## config.mk

```make
export PLATFORM = sky130hd
export DESIGN_NAME = vga_timing_gen_flat
export DESIGN_NICKNAME = d
export VERILOG_FILES = /design/src/rtl/vga_timing_pkg.sv /design/src/rtl/vga_timing_if.sv /design/src/rtl/vga_timing_gen_axis.sv /design/src/rtl/vga_timing_gen.sv /design/src/flat_wrapper.sv
export SDC_FILE = /design/constraint.sdc
export NUM_CORES = 1
export LEC_CHECK = 0
export CORE_MARGIN = 2
export CORE_UTILIZATION = 48
export DETAILED_ROUTE_END_ITERATION = 6
export MAX_ROUTING_LAYER = met4
export PLACE_DENSITY = 0.82
export SYNTH_ARGS = -nofsm -noshare
export SYNTH_HDL_FRONTEND = slang
export SYNTH_SLANG_ARGS = --single-unit
export TNS_END_PERCENT = 1
```

## constraint.sdc

```tcl
create_clock -name clk -period 4.1 [get_ports clk]
set_clock_uncertainty 0.05 [all_clocks]
set_input_delay 0.82 -clock clk [delete_from_list [all_inputs] [get_ports clk]]
set_output_delay 0.82 -clock clk [all_outputs]
set_load 0.05 [all_outputs]
```

## src/rtl/vga_timing_pkg.sv

```systemverilog
// Shared timing constants and helpers for the VGA timing generator.
// Optional lookahead outputs are enabled by VGA_TIMING_PREFETCH_EN.
package vga_timing_pkg;

  localparam int VGA640_H_DISPLAY = 640;
  localparam int VGA640_H_FRONT   = 16;
  localparam int VGA640_H_SYNC    = 96;
  localparam int VGA640_H_BACK    = 48;
  localparam int VGA640_V_DISPLAY = 480;
  localparam int VGA640_V_BOTTOM  = 10;
  localparam int VGA640_V_SYNC    = 2;
  localparam int VGA640_V_TOP     = 33;

  localparam int SVGA800_H_DISPLAY = 800;
  localparam int SVGA800_H_FRONT   = 40;
  localparam int SVGA800_H_SYNC    = 128;
  localparam int SVGA800_H_BACK    = 88;
  localparam int SVGA800_V_DISPLAY = 600;
  localparam int SVGA800_V_BOTTOM  = 1;
  localparam int SVGA800_V_SYNC    = 4;
  localparam int SVGA800_V_TOP     = 23;

  typedef struct packed {
    logic [31:0] total;
    logic [31:0] sync_start;
    logic [31:0] sync_end;
  } axis_t;

  function automatic axis_t axis_calc(
    input int disp,
    input int front,
    input int sync,
    input int back
  );
    axis_t a;
    a.total      = 32'(disp + front + sync + back);
    a.sync_start = 32'(disp + front);
    a.sync_end   = 32'(disp + front + sync - 1);
    return a;
  endfunction

endpackage

```

## src/rtl/vga_timing_if.sv

```systemverilog
// Output bundle of the VGA timing generator plus its pixel enable.
// Lookahead signals exist only with VGA_TIMING_PREFETCH_EN.
interface vga_timing_if #(
  parameter int CNT_W   = 10,
  parameter int FRAME_W = 8
);
  logic               ce;
  logic               hsync;
  logic               vsync;
  logic               display_on;
  logic [CNT_W-1:0]   hpos;
  logic [CNT_W-1:0]   vpos;
  logic               line_start;
  logic               frame_start;
  logic [FRAME_W-1:0] frame_count;
`ifdef VGA_TIMING_PREFETCH_EN
  logic [CNT_W-1:0]   hpos_next;
  logic [CNT_W-1:0]   vpos_next;
  logic               display_next;
`endif

  modport master (
    input  ce,
    output hsync, vsync, display_on,
    output hpos, vpos,
    output line_start, frame_start,
    output frame_count
`ifdef VGA_TIMING_PREFETCH_EN
    , output hpos_next, vpos_next
    , output display_next
`endif
  );

  modport slave (
    output ce,
    input  hsync, vsync, display_on,
    input  hpos, vpos,
    input  line_start, frame_start,
    input  frame_count
`ifdef VGA_TIMING_PREFETCH_EN
    , input hpos_next, vpos_next
    , input display_next
`endif
  );
endinterface

```

## src/rtl/vga_timing_gen_axis.sv

```systemverilog
// One timing axis: wrapping counter with registered sync window.
// Sync is computed from the next count so it aligns with count.
module vga_axis_counter #(
  parameter int W = 10
) (
  input  logic         clk,
  input  logic         reset,
  input  logic         en,
  input  logic [W-1:0] limit,
  input  logic [W-1:0] disp,
  input  logic [W-1:0] sync_start,
  input  logic [W-1:0] sync_end,
  input  logic         pol,
  output logic [W-1:0] count,
  output logic         sync,
  output logic         active,
  output logic         wrap
);
  logic [W-1:0] count_q, count_d;
  logic         sync_q, sync_d;

  always_comb begin
    wrap    = (count_q == limit);
    count_d = count_q;
    if (en) count_d = wrap ? '0 : count_q + W'(1);
    sync_d  = ((count_d >= sync_start) && (count_d <= sync_end))
              ? pol : ~pol;
  end

  always_ff @(posedge clk) begin
    if (reset) begin
      count_q <= '0;
      sync_q  <= ~pol;
    end else begin
      count_q <= count_d;
      sync_q  <= sync_d;
    end
  end

  assign count  = count_q;
  assign sync   = sync_q;
  assign active = (count_q < disp);
endmodule

```

## src/rtl/vga_timing_gen.sv

```systemverilog
// VGA timing generator: counters, syncs, strobes and frame counter.
// Define VGA_TIMING_PREFETCH_EN for one-pixel lookahead outputs.
module vga_timing_gen
  import vga_timing_pkg::*;
#(
  parameter int H_DISPLAY  = VGA640_H_DISPLAY,
  parameter int H_FRONT    = VGA640_H_FRONT,
  parameter int H_SYNC     = VGA640_H_SYNC,
  parameter int H_BACK     = VGA640_H_BACK,
  parameter int V_DISPLAY  = VGA640_V_DISPLAY,
  parameter int V_BOTTOM   = VGA640_V_BOTTOM,
  parameter int V_SYNC     = VGA640_V_SYNC,
  parameter int V_TOP      = VGA640_V_TOP,
  parameter bit H_SYNC_POL = 1'b0,
  parameter bit V_SYNC_POL = 1'b0,
  parameter int CNT_W      = 10,
  parameter int FRAME_W    = 8
) (
  input logic          clk,
  input logic          reset,
  vga_timing_if.master vif
);
  localparam axis_t H_AX =
    axis_calc(H_DISPLAY, H_FRONT, H_SYNC, H_BACK);
  localparam axis_t V_AX =
    axis_calc(V_DISPLAY, V_BOTTOM, V_SYNC, V_TOP);

  logic [CNT_W-1:0] h_count, v_count;
  logic             h_sync, v_sync;
  logic             h_active, v_active;
  logic             h_wrap, v_wrap;

  logic               line_start_q, line_start_d;
  logic               frame_start_q, frame_start_d;
  logic [FRAME_W-1:0] frame_count_q, frame_count_d;

  vga_axis_counter #(.W(CNT_W)) u_h (
    .clk        (clk),
    .reset      (reset),
    .en         (vif.ce),
    .limit      (CNT_W'(H_AX.total - 1)),
    .disp       (CNT_W'(H_DISPLAY)),
    .sync_start (CNT_W'(H_AX.sync_start)),
    .sync_end   (CNT_W'(H_AX.sync_end)),
    .pol        (H_SYNC_POL),
    .count      (h_count),
    .sync       (h_sync),
    .active     (h_active),
    .wrap       (h_wrap)
  );

  vga_axis_counter #(.W(CNT_W)) u_v (
    .clk        (clk),
    .reset      (reset),
    .en         (vif.ce & h_wrap),
    .limit      (CNT_W'(V_AX.total - 1)),
    .disp       (CNT_W'(V_DISPLAY)),
    .sync_start (CNT_W'(V_AX.sync_start)),
    .sync_end   (CNT_W'(V_AX.sync_end)),
    .pol        (V_SYNC_POL),
    .count      (v_count),
    .sync       (v_sync),
    .active     (v_active),
    .wrap       (v_wrap)
  );

  always_comb begin
    line_start_d  = vif.ce & h_wrap;
    frame_start_d = line_start_d & v_wrap;
    frame_count_d = frame_count_q + FRAME_W'(frame_start_d);
  end

  always_ff @(posedge clk) begin
    if (reset) begin
      line_start_q  <= 1'b0;
      frame_start_q <= 1'b0;
      frame_count_q <= '0;
    end else begin
      line_start_q  <= line_start_d;
      frame_start_q <= frame_start_d;
      frame_count_q <= frame_count_d;
    end
  end

  assign vif.hsync       = h_sync;
  assign vif.vsync       = v_sync;
  assign vif.display_on  = h_active & v_active;
  assign vif.hpos        = h_count;
  assign vif.vpos        = v_count;
  assign vif.line_start  = line_start_q;
  assign vif.frame_start = frame_start_q;
  assign vif.frame_count = frame_count_q;

`ifdef VGA_TIMING_PREFETCH_EN
  logic [CNT_W-1:0] h_nx, v_nx;

  // Pending position, shown regardless of ce
  always_comb begin
    h_nx = h_wrap ? '0 : h_count + CNT_W'(1);
    v_nx = v_count;
    if (h_wrap) v_nx = v_wrap ? '0 : v_count + CNT_W'(1);
  end

  assign vif.hpos_next    = h_nx;
  assign vif.vpos_next    = v_nx;
  assign vif.display_next = (h_nx < CNT_W'(H_DISPLAY)) &&
                            (v_nx < CNT_W'(V_DISPLAY));
`endif
endmodule

```

## src/flat_wrapper.sv

```systemverilog
// flat-port wrapper written by rule: the top's interface ports become plain ports
module vga_timing_gen_flat import vga_timing_pkg::*;
#(
  parameter int H_DISPLAY  = VGA640_H_DISPLAY,
  parameter int H_FRONT    = VGA640_H_FRONT,
  parameter int H_SYNC     = VGA640_H_SYNC,
  parameter int H_BACK     = VGA640_H_BACK,
  parameter int V_DISPLAY  = VGA640_V_DISPLAY,
  parameter int V_BOTTOM   = VGA640_V_BOTTOM,
  parameter int V_SYNC     = VGA640_V_SYNC,
  parameter int V_TOP      = VGA640_V_TOP,
  parameter bit H_SYNC_POL = 1'b0,
  parameter bit V_SYNC_POL = 1'b0,
  parameter int CNT_W      = 10,
  parameter int FRAME_W    = 8
)
  (clk, reset, vif_ce, vif_hsync, vif_vsync, vif_display_on, vif_hpos, vif_vpos, vif_line_start, vif_frame_start, vif_frame_count);
  vga_timing_if #(.CNT_W(CNT_W), .FRAME_W(FRAME_W)) vif_i ();
  input logic clk;
  input logic reset;
  input wire logic [$bits(vif_i.ce)-1:0] vif_ce;
  output wire logic [$bits(vif_i.hsync)-1:0] vif_hsync;
  output wire logic [$bits(vif_i.vsync)-1:0] vif_vsync;
  output wire logic [$bits(vif_i.display_on)-1:0] vif_display_on;
  output wire logic [$bits(vif_i.hpos)-1:0] vif_hpos;
  output wire logic [$bits(vif_i.vpos)-1:0] vif_vpos;
  output wire logic [$bits(vif_i.line_start)-1:0] vif_line_start;
  output wire logic [$bits(vif_i.frame_start)-1:0] vif_frame_start;
  output wire logic [$bits(vif_i.frame_count)-1:0] vif_frame_count;
  assign vif_i.ce = vif_ce;
  assign vif_hsync = vif_i.hsync;
  assign vif_vsync = vif_i.vsync;
  assign vif_display_on = vif_i.display_on;
  assign vif_hpos = vif_i.hpos;
  assign vif_vpos = vif_i.vpos;
  assign vif_line_start = vif_i.line_start;
  assign vif_frame_start = vif_i.frame_start;
  assign vif_frame_count = vif_i.frame_count;
  vga_timing_gen #(.H_DISPLAY(H_DISPLAY), .H_FRONT(H_FRONT), .H_SYNC(H_SYNC), .H_BACK(H_BACK), .V_DISPLAY(V_DISPLAY), .V_BOTTOM(V_BOTTOM), .V_SYNC(V_SYNC), .V_TOP(V_TOP), .H_SYNC_POL(H_SYNC_POL), .V_SYNC_POL(V_SYNC_POL), .CNT_W(CNT_W), .FRAME_W(FRAME_W)) u_core (.clk(clk), .reset(reset), .vif(vif_i));
endmodule
```

==> summary.md <==
| Metric | Value |
|---|---|
| Crit Path Class | in -> reg |
| Antenna fix cells | 0 |
| DR pass1 iterations | 4 |
| Gr ovfl total | 0 |
| Largest area contributor in the netlist | dfxtp_1 |
| WL final | between 3000 and 4000 um |
| Placer Congestion | between 0.8 and 0.9 |
| Clock transition at path regs | ~100 ps |
| Worst min-delay path class | reg -> reg |
| CP endpoint kind | register |
| Largest cells by area after synthesis | dfxtp_1, xor2_1, nor2_1, xnor2_1, ha_1 |
| Measured slew at the worst slew-check pin | roughly 540 ps |
| Worst-skew pair later-pin latency | about 330 ps |
| CTS tree | built |
| Crit-path cells | clkdlybuf4s50_1 -> and4_1 -> nand4_2 -> nor2_1 -> ha_1 -> and3_1 -> nand3_1 -> xor2_1 -> nor2_1 |
| CP startpoint kind | primary input |
| Final slew viol count | 0 |
| Initial antenna violation count | 0 |
| Setup TNS | 0 ps |
| Mapped Cells | 182 |
| Syn Nets | 190 |
| Worst EP required | 4260 ps |
| Clk buf depth | 2 |
| Worst EP arrival | 3090 ps |
| Ys flop type | dfxtp_1 |
| Layout Area Growth over Synthesis | 27.4% |
| DR iter-0 viols | between 40 and 50 |
| Crit path max fanout | 10 |
| Vias in the first global route | about 1400 |
| I/O pin cnt | 36 |
| Multiplexer share of the synthesized area | under 10% |
| Setup violators final | 0 |
| Root buf cell | clkbuf_4 |
| WL/cell | 13.6 um |
| Via count | 1430 |
| DRC | 0 |
| CTS Hold Bufs | 0 |
| Clock Sinks | 32 |
| Cell with the most instances after synthesis | dfxtp_1 |
| CTS-repair resized insts | 0 |
| XOR/XNOR share of the synthesized area | 10.3% |
| CP max-delay cell | clkdlybuf4s50_1 |
| Yosys reg bits | 32 |
| Met3 routed WL | between 150 and 200 um |
| GRT Overall Usage | between 20% and 30% |
| CTS HTree Levels | 2 |
| Max Cap Violations | 0 |
| Asr flop ratio synth | 0% |
| Relative slew slack | approximately 64% |
| Max Fclk | around 340 MHz |
| Synth Area in Simple Gates | between 30% and 40% |
| Post-synthesis sequential area ratio | 39.5% |
| IR Drop Worst-Case VDD | about 160 uV |
| Most used cell, CP | nor2_1 |
| Avg Inst Size Synth | 8.91 um^2 |
| Critical Path Max Stage Delay | between 600 and 700 ps |
| Die ar. | 3860 um^2 |
| Initial core utilization | between 40% and 50% |
| Tmin final | between 2000 and 3000 ps |
| Core Rows | 21 |
| Post-DRT Antenna Nets | 0 |
| Synth warn | 0 |
| Hold Vio Cnt, Final | 0 |
| Largest net degree at the start of global routing | 15 |
| Yosys cell types | 44 |
| Post-synthesis compound-gate area fraction | approximately 9.1% |
| DIE WIDTH | about 62 um |
| Post-synth EDFFs | 0 |
| Synthesized area | about 1600 um^2 |
| Pleak | 0.758 nW |
| CTS Buf Count | 5 |
| Core footprint | 3280 um^2 |
| Yosys top cell area share | approximately two fifths |
| Util after Layout | a little over three fifths |
| Post-CTS Setup Repair Bufs | 0 |
| IO Port Bufs | 35 |
| Die height | approximately 62 um |
| Pwr dens | approximately 280 nW/um^2 |
| Met1 Wirelength | between 1500 and 2000 um |
| Max Used Layer | met4 |
| Post-detail-place hpwl | around 2600 um |
| Synth cell count leaders | dfxtp_1, nor2_1, nand3_1 |
| Outcome | finished clean |
| First-pass GRT wire length | about 6000 um |
| Synth Area in Adders | under 10% |
| Routed vias/inst | approximately 5.4 |
| Wire length on met2 | 1630 um |
| Final nets | 225 |
| Largest family of logic cells by synthesized area | simple AND/OR/NAND/NOR gates |
| Fin crit share | 71.4% |
| Share of cells above drive strength 1 | about 7.8% |
| RSZ-0062 raised after global routing | false |
## logic make-up (layout without fill, tap and decap cells)
kind of cell	count (synthesis)	after routing
AOI/OAI and AO/OA	20	20
xor gates and xnor gates	19	19
adders and majority gates	5	5
buffers and inverters	14	50
DFF	32	32
muxes	2	2
and+or+nand+nor	90	90
## flip-flops by register name, summed over array words and instances, names as in the netlist
name                    count
u_core.u_v.sync             1
u_core.u_h.sync             1
u_core.vif.line_start       1
u_core.vif.frame_count      8
u_core.u_v.count           10
u_core.u_h.count           10
u_core.vif.frame_start      1
## power by group
| part | switching (mW) | total [mW] | leakage [nW] | internal, mW |
|---|---|---|---|---|
| Clock | 0.106 | 0.234 | 0.0422 | 0.128 |
| Combinational | 0.0171 | 0.0266 | 0.458 | 0.00948 |
| Sequential | 0.00393 | 0.317 | 0.258 | 0.313 |
| Total | 0.127 | 0.577 | 0.758 | 0.450 |
## placed cells by master (no fill, tap or decap), drive strengths merged, types with 2 or more instances in the layout
cell type / n
clkdlybuf4s50: 35
dfxtp: 32
nor2: 22
nand3: 12
xor2: 10
nand4: 10
nor3: 10
xnor2: 9
and3: 8
nand2: 7
inv: 6
a21oi: 6
clkbuf: 6
ha: 5
nor2b: 4
nand2b: 3
o21ai: 3
a31oi: 3
and3b: 2
mux2i: 2
or3: 2
and4: 2
nor3b: 2
## per-layer routing
layer | global-route usage [%] | vias up
li1 | - | 721
met1 | 24.0 | 665
met2 | 33.2 | 38
met3 | 5.62 | 6
met4 | 6.39 | 0
met5 | - | -
## path summary, 6_finish.rpt
kind | startpoint | end | slack, ps | cells after the start
min reg2reg | u_core.vif.frame_count[7]$_SDFF_PP0_ | u_core.vif.frame_count[7]$_SDFF_PP0_ | 470 | 2
max reg2reg | u_core.u_h.count[0]$_SDFF_PP0_ | u_core.vif.frame_count[5]$_SDFF_PP0_ | 1860 | 8
min | u_core.vif.frame_count[7]$_SDFF_PP0_ | u_core.vif.frame_count[7]$_SDFF_PP0_ | 470 | 2
max | vif_ce | u_core.vif.frame_count[5]$_SDFF_PP0_ | 1170 | 9
## through the flow
step	cell area (um^2)	std cells	hold slack, ps	setup slack [ps]	power, mW
6_report	2070	264	474	1170	0.577
4_1_cts	2070	264	478	1180	0.582
3_3_place_gp	1990	256	449	931	0.350
5_1_grt	2070	264	529	957	0.599
3_5_place_dp	1990	256	455	821	0.350
2_1_floorplan	1620	182	715	1650	0.341
## layout make-up
type / count / area, um^2
sequential: 32 / 641
fill: 298 / 1220
multi-input combinational: 136 / 911
timing repair buffer: 36 / 358
clock inverter: 2 / 35.0
inverter: 6 / 22.5
tap: 46 / 57.6
clock buffer: 6 / 41.3
## critical path: cells and delay by family
family | cells | cell delay [ps]
simple gates | 6 | 1300
xor+xnor | 1 | 150
buf+inv | 1 | 620
fa+ha+maj | 1 | 190
No activity file was read; power rests on OpenSTA's default activity.
